<file path="config.mk">
export PLATFORM = sky130hd
export DESIGN_NAME = calibration_sequencer
export DESIGN_NICKNAME = d
export VERILOG_FILES = /design/src/rtl/calibration_sequencer.sv
export SDC_FILE = /design/constraint.sdc
export NUM_CORES = 1
export LEC_CHECK = 0
export CORE_UTILIZATION = 48
export CTS_BUF_LIST = sky130_fd_sc_hd__clkbuf_8
export DETAILED_ROUTE_END_ITERATION = 6
export GPL_TIMING_DRIVEN = 1
export PLACE_DENSITY_LB_ADDON = 0.25
export SYNTH_ARGS = -nofsm -noshare
export SYNTH_HDL_FRONTEND = slang
export SYNTH_SLANG_ARGS = --single-unit
export TNS_END_PERCENT = 5
</file>
<file path="constraint.sdc">
create_clock -name clk -period 2.45 [get_ports clk]
set_input_delay 0.49 -clock clk [delete_from_list [all_inputs] [get_ports clk]]
set_output_delay 0.49 -clock clk [all_outputs]
set_load 0.005 [all_outputs]
</file>
<file path="src/rtl/calibration_sequencer.sv">
// calibration_sequencer: walks every LED through the ID encoder per bit plane, settles, then triggers one camera capture (complement pass under CAL_COMPLEMENT_PASS_EN)
module calibration_sequencer #(
  parameter int NUM_LEDS          = 50,
  parameter int LED_ADDRESS_WIDTH = 6,
  parameter int SETTLE_CYCLES     = 1000,
  parameter int REQ_TIMEOUT       = 256,
  localparam int NUM_BITS         = $clog2(NUM_LEDS),
  localparam int BIT_W            = $clog2(NUM_BITS + 1)
) (
  input  logic                         clk,
  input  logic                         rst_n,
  input  logic                         start,
  input  logic                         abort,
  output logic [LED_ADDRESS_WIDTH-1:0] led_request,
  output logic                         led_request_valid,
  input  logic                         color_valid,
  output logic [BIT_W-1:0]             bit_index,
  output logic                         capture_start,
  input  logic                         capture_done,
  output logic                         busy,
  output logic                         cal_done,
  output logic                         error
`ifdef CAL_COMPLEMENT_PASS_EN
  ,output logic                        invert
`endif
);
  localparam int TO_W = $clog2(REQ_TIMEOUT + 1);
  localparam int ST_W = $clog2(SETTLE_CYCLES + 1);
  localparam logic [2:0] S_IDLE    = 3'd0;
  localparam logic [2:0] S_PUSH    = 3'd1;
  localparam logic [2:0] S_GAP     = 3'd2;
  localparam logic [2:0] S_SETTLE  = 3'd3;
  localparam logic [2:0] S_CAPTURE = 3'd4;
  localparam logic [2:0] S_DONE    = 3'd5;
  localparam logic [2:0] S_ERROR   = 3'd6;
  localparam logic [LED_ADDRESS_WIDTH-1:0] LED_LAST = LED_ADDRESS_WIDTH'(NUM_LEDS - 1);
  localparam logic [BIT_W-1:0]             BIT_LAST = BIT_W'(NUM_BITS - 1);
  localparam logic [TO_W-1:0]              TO_LAST  = TO_W'(REQ_TIMEOUT - 1);
  localparam logic [ST_W-1:0]              ST_LAST  = ST_W'(SETTLE_CYCLES - 1);

  logic [2:0]                   state_q, state_d;
  logic [LED_ADDRESS_WIDTH-1:0] led_q, led_d;
  logic [BIT_W-1:0]             bit_q, bit_d;
  logic [TO_W-1:0]              to_q, to_d;
  logic [ST_W-1:0]              st_q, st_d;
  logic                         cap_q, cap_d;
  logic                         restart, plane_done, advance;

  // capture_done is only honoured from the cycle after the capture_start pulse
  assign plane_done = state_q == S_CAPTURE && capture_done && !cap_q;
  assign restart    = !busy && start;

`ifdef CAL_COMPLEMENT_PASS_EN
  logic inv_q, inv_d;
  // invert toggles after each capture so every plane gets a normal then a complement pass
  always_comb inv_d = (abort || restart) ? 1'b0 : plane_done ? ~inv_q : inv_q;
  // invert register
  always_ff @(posedge clk or negedge rst_n)
    if (!rst_n) inv_q <= 1'b0;
    else inv_q <= inv_d;
  assign invert  = inv_q;
  assign advance = inv_q;
`else
  assign advance = 1'b1;
`endif

  // next-state logic; abort overrides everything and restores reset values
  always_comb begin
    state_d = state_q;
    led_d   = led_q;
    bit_d   = bit_q;
    cap_d   = 1'b0;
    to_d    = (state_q == S_PUSH && !color_valid) ? to_q + 1'b1 : '0;
    st_d    = state_q == S_SETTLE ? st_q + 1'b1 : '0;
    if (abort) begin
      state_d = S_IDLE;
      led_d   = '0;
      bit_d   = '0;
      to_d    = '0;
      st_d    = '0;
    end else begin
      case (state_q)
        S_IDLE, S_DONE, S_ERROR:
          if (start) begin
            state_d = S_PUSH;
            led_d   = '0;
            bit_d   = '0;
          end
        S_PUSH:
          if (color_valid) begin
            state_d = led_q == LED_LAST ? S_SETTLE : S_GAP;
            led_d   = led_q == LED_LAST ? '0 : led_q + 1'b1;
          end else if (to_q == TO_LAST) state_d = S_ERROR;
        S_GAP: state_d = S_PUSH;
        S_SETTLE:
          if (st_q == ST_LAST) begin
            state_d = S_CAPTURE;
            cap_d   = 1'b1;
          end
        S_CAPTURE:
          if (plane_done) begin
            state_d = (advance && bit_q == BIT_LAST) ? S_DONE : S_PUSH;
            bit_d   = (advance && bit_q != BIT_LAST) ? bit_q + 1'b1 : bit_q;
          end
        default: state_d = S_IDLE;
      endcase
    end
  end

  // state and datapath registers
  always_ff @(posedge clk or negedge rst_n)
    if (!rst_n) begin
      state_q <= S_IDLE;
      led_q   <= '0;
      bit_q   <= '0;
      to_q    <= '0;
      st_q    <= '0;
      cap_q   <= 1'b0;
    end else begin
      state_q <= state_d;
      led_q   <= led_d;
      bit_q   <= bit_d;
      to_q    <= to_d;
      st_q    <= st_d;
      cap_q   <= cap_d;
    end

  assign led_request       = led_q;
  assign led_request_valid = state_q == S_PUSH;
  assign bit_index         = bit_q;
  assign capture_start     = cap_q;
  assign busy              = !(state_q == S_IDLE || state_q == S_DONE || state_q == S_ERROR);
  assign cal_done          = state_q == S_DONE;
  assign error             = state_q == S_ERROR;
endmodule
</file>
Yosys cells after proc, flatten, opt, wreduce, memory -nomap -nowiden
Cells that the tools add are included.

Word-level logic and storage cells: 68. Memories: 0. Input port bits: 6. Output and inout bits: 14. Memory bits (writable): 0. Flip-flop bits (word level): 32. ROM bits: 0. Bits in latches: 0.

Muxes and demuxes: 26. Divide/modulo/power cells: 0. $add $sub $neg: 4. Shift operators: 0. Bitwise gates (word level): 0. Reductions and logical operators: 15. Equality and inequality tests: 17. $mul: 0. Order comparisons: 0.

Operators by type and width (count): 2-to-1 mux 3 bit (11); 2-to-1 mux 6 bit (4); 2-to-1 mux 10 bit (2); 2-to-1 mux 9 bit (2); one-hot mux 3 bit (5 select lines) (1); == test 3 bit (second input constant) (4); one-hot mux 6 bit (2 select lines) (1); adder 10 x 1 -> 10 bit (second input constant) (1); == test 10 bit (second input constant) (1); adder 9 x 1 -> 9 bit (second input constant) (1); == test 9 x 8 -> 1 bit (second input constant) (1); inequality test 3 x 2 -> 1 bit (second input constant) (3); inequality test 3 bit (second input constant) (3); AND reduction 4 bit (2); adder 6 x 1 -> 6 bit (second input constant) (1); == test 3 x 2 -> 1 bit (second input constant) (2); == test 6 bit (second input constant) (1); one-hot mux 3 bit (2 select lines) (1); nonzero test 3 bit (2); 2-to-1 mux 1 bit (4); inequality test 4 x 2 -> 1 bit (second input constant) (1); adder 3 x 1 -> 3 bit (second input constant) (1); == test 3 x 1 -> 1 bit (second input constant) (1); logical AND 1 bit (3); 5 further kinds (8).

Longest topological paths before layout
Depth in word-level cells: 6. Mapped depth: 7. Depth with buffers taken out: 7.

Least setup slack after synthesis
No wires, ideal clock.

Path type: register -> register. Start point: register to_q[0]. End point: register state_q[0]. Slack: 0.802 ns. Clock period less this slack: 1.648 ns. Data arrival time: 1.520 ns. Cell stages (with the launch flop): 8. Path buffers: 0. Library setup time: 0.127 ns. Data required time: 2.323 ns. Cell sequence: dfrtp_1 ha_1 nand3_1 nor3_1 ha_1 nor3_1 or3_4 mux2i_1.

Cells in the longest elaborated chain, start to end: 3.

Ends and longest elaborated chain: start, declared (line 44) `logic [TO_W-1:0] to_q, to_d;`; start signal, assigned (line 123) `to_q <= to_d;`; == test 9 x 8 -> 1 bit (line 93) `end else if (to_q == TO_LAST) state_d = S_ERROR;`; inequality test 4 x 2 -> 1 bit (no source line); AND reduction 4 bit (no source line); end signal, assigned (line 120) `state_q <= state_d;`; end, declared (line 41) `logic [2:0] state_q, state_d;`.

Every way passes these cells. A chain may end at the register's enable or synchronous reset.

Worst setup path in the final report
Start point: register state_q[1]. End point: output error.

Cells in the longest elaborated chain, start to end: 1.

Ends and longest elaborated chain: == test 3 bit (line 134) `assign error = state_q == S_ERROR;`; end, declared (line 22) `output logic error`.

Every way passes these cells.

==> Flow_metrics.wiki <==
{| class="wikitable"
! Metric !! Value
|-
| Resize count post-CTS || 0
|-
| Post-synthesis share of cell area spent on full adders, half adders and majority gates || 0.04996
|-
| Area of the mapped netlist || 1753 um2
|-
| Required time reported for the critical path endpoint || 1.96 ns
|-
| Growth of design area from synthesis to finish || 18.49%
|-
| Instance count of the mapped netlist || 184
|-
| Outcome || complete, no violations
|-
| TritonCTS clock tree || done
|-
| Number of non-filler instances in the completed layout || 254
|-
| Startpoint kind of the worst setup timing path || flop
|-
| Wire length on met3 || 110 um
|-
| Post-detail-place hpwl || 2.369 mm
|-
| EDFF count, synth || 0
|-
| Antenna Cells || 0
|-
| # H-tree levels || 2
|-
| Filler cell count in the final layout || 296
|-
| Relative max-transition margin || 0.6897
|-
| First-pass GRT wire length || 6.058 mm
|-
| Data arrival time of the critical path || 1.78 ns
|-
| Pin count of the biggest net entering global routing || 33
|-
| Multiplexer share of the synthesized area || 0.03498
|-
| Total number of placement rows || 21
|-
| # clock sinks || 32
|-
| Final hold violations || 0
|-
| Worst path setup slack after routing || 0.1759 ns
|-
| Highest signal layer in the routed design || met4
|-
| Post-synthesis compound-gate area fraction || 0.1263
|-
| Die height || 62.43 um
|-
| Routed wire per std cell || 13.13 um
|-
| Largest cells by area after synthesis || dfrtp_1, nor2_1, ha_1
|-
| Static Leak || 0.8575 nW
|-
| Placement Cell Area || 1987 um2
|-
| Clock buffer count from CTS || 5
|-
| XOR/XNOR Fraction of Synth Area || 0.05996
|-
| Number of antenna violations at the first check in global routing || 0
|-
| Measured slew at the worst slew-check pin || 0.4654 ns
|-
| Number of storage elements in the synthesis netlist || 32
|-
| Largest fanout on the critical path || 14
|-
| Most instantiated library cell after synthesis || dfrtp_1
|-
| Power per standard cell area || 722.1 nW/um2
|-
| Clock latency on the worst-skew pair || 0.28 ns
|-
| Total of buffers placed on input and output ports || 19
|-
| Number of nets in the layout || 220
|-
| Number of distinct library cells after synthesis || 38
|-
| RSZ-0062 raised after global routing || no
|-
| Worst min-delay path class || reg2reg
|-
| Overall overflow remaining after global route || 0
|-
| Worst slack at placement || 0.1804 ns
|-
| Final count of pins violating max slew || 0
|-
| Buffer cell driving the clock tree root || clkbuf_8
|-
| Buffers inserted during post-CTS setup optimization || 0
|-
| Detailed route wirelength on metal2 || 1.636 mm
|-
| Area leader, netlist || dfrtp_1
|-
| Final Routed Wirelength || 3.334 mm
|-
| Yosys warns || 0
|-
| Synth Area in Simple Gates || 0.2277
|-
| Core Region || 3416 um2
|-
| Setup slack on the worst flop-to-flop path || 0.55 ns
|-
| I/O pin count || 20
|-
| Critical path type || reg2out
|-
| Clk_skew || 0.004396 ns
|-
| Flip-flop cell with the highest count after synthesis || dfrtp_1
|-
| Residual antenna-violating net count after detailed routing || 0
|-
| Layout cells sized above 1 || 0.06250
|-
| GRT Resource Usage Total || 0.1988
|-
| DR DRC count || 0
|-
| CTS hold repair buffers || 0
|-
| Period Utilization, post-route || 0.9282
|-
| Sequential fraction of the synthesis area || 0.4568
|-
| # Max-Cap Violations || 0
|-
| Clock transition at the register clock pins on the worst setup and hold paths after CTS || 0.07 ns
|-
| Clock period minus final worst setup slack || 2.274 ns
|-
| Average cell area after synthesis || 9.527 um2
|-
| Most numerous cell types in the synthesized netlist || dfrtp_1, nor2_1, inv_1
|-
| Metal-1 WL || 1.545 mm
|-
| Hold Worst Slack || 0.4839 ns
|-
| Net count of the mapped netlist || 197
|-
| Combinational family with the most area after synthesis || simple AND/OR/NAND/NOR gates
|-
| Number of DRC markers in iteration 0 || 139
|-
| Die area || 3898 um2
|-
| Number of global-route vias before repair || 1372
|-
| Worst vdd rail ir drop || 0.0002938 V
|-
| Vias per Instance || 5.398
|-
| Final weighted congestion in routability-driven placement || 0.8311
|-
| Proportion of register bits with asynchronous set or reset after synthesis || 1.000
|-
| Number of cells after detailed placement || 246
|-
| Portion of synthesized cell area occupied by the leading cell type || 0.4568
|-
| CTS Buffer Depth || 2
|-
| Critical Path Sink Type || primary output
|-
| Max Freq || 0.4397 GHz
|-
| Post-route design area || 2077 um2
|-
| Drt pass-1 iters || 4
|-
| Final total negative setup slack || 0 ns
|-
| Final Setup Violations || 0
|-
| Starting density of the core || 0.5132
|-
| Vias after detailed routing || 1371
|-
| Width of the die || 62.43 um
|}
## where the power goes
part / switching, mW / internal [mW] / total, mW
logic: 0.215 / 0.223 / 0.438
registers: 0.0954 / 0.566 / 0.662
clock network: 0.180 / 0.220 / 0.400
## metal layers
layer,vias to the layer above,global-route usage
li1,683,-
met1,661,0.2419
met2,23,0.3274
met3,4,0.05292
met4,0,0.09302
met5,-,0
## critical path, stage by stage, from the launching register on
cell and delay [ns]:
dfrtp_1 0.63, inv_1 0.15, nor2_1 0.19, clkdlybuf4s50_1 0.52
## cells in the final DEF, fill, tap and decap left out, types with 2 or more instances in the layout
master           instances
xor2_1                   4
nand3_1                  7
nand2_1                  7
ha_1                     7
o2bb2ai_1                4
o21a_1                   2
or3_1                    4
clkdlybuf4s50_1         19
nand2b_1                 6
xnor2_1                  8
clkbuf_8                 6
and3_1                   6
a21oi_1                  8
dfrtp_1                 32
nor2b_1                  3
inv_1                   15
nand4_1                  3
nor2_1                  27
buf_4                    2
o21ai_0                 10
nor3_1                   7
mux2i_1                  5
## state kept, by name, indices dropped and copies added (netlist names)
| signal | count |
|---|---|
| bit_index | 3 |
| capture_start | 1 |
| state_q | 3 |
| to_q | 9 |
| led_request | 6 |
| st_q | 10 |
## cell families after synthesis
kind of cell,count (synthesis)
fa+ha+maj,7
simple gates,76
mux,6
xor+xnor,12
compound gates,33
flops,32
buf+inv,18
## final timing paths
| path | from | to | depth (start not counted) |
|---|---|---|---|
| min | st_q[0] | st_q[0] | 1 |
| max reg2reg | state_q[1] | state_q[1] | 5 |
| max | state_q[1] | error | 3 |
| min in group asynchronous | rst_n | led_request[4] | 2 |
| min reg2reg | st_q[0] | st_q[0] | 1 |
| max in group asynchronous | rst_n | to_q[2] | 2 |
## through the flow
step                  util  total power [mW]
floorplan                -            0.9531
global placement    0.5817             1.088
detailed placement  0.5817             1.105
CTS                 0.6081             1.512
global route        0.6081             1.600
finish              0.6081             1.500
## cell type report
class	instances	area [um2]	share of cell area
Clock inverter	2	7.507	0.003614
Tap cell	46	57.56	0.02771
Sequential cell	32	800.8	0.3855
Clock buffer	6	82.58	0.03976
Multi-Input combinational cell	134	874.6	0.4211
Inverter	13	48.80	0.02349
Timing Repair Buffer	21	205.2	0.09880
Note: power is estimated with default switching activity, not from simulation.
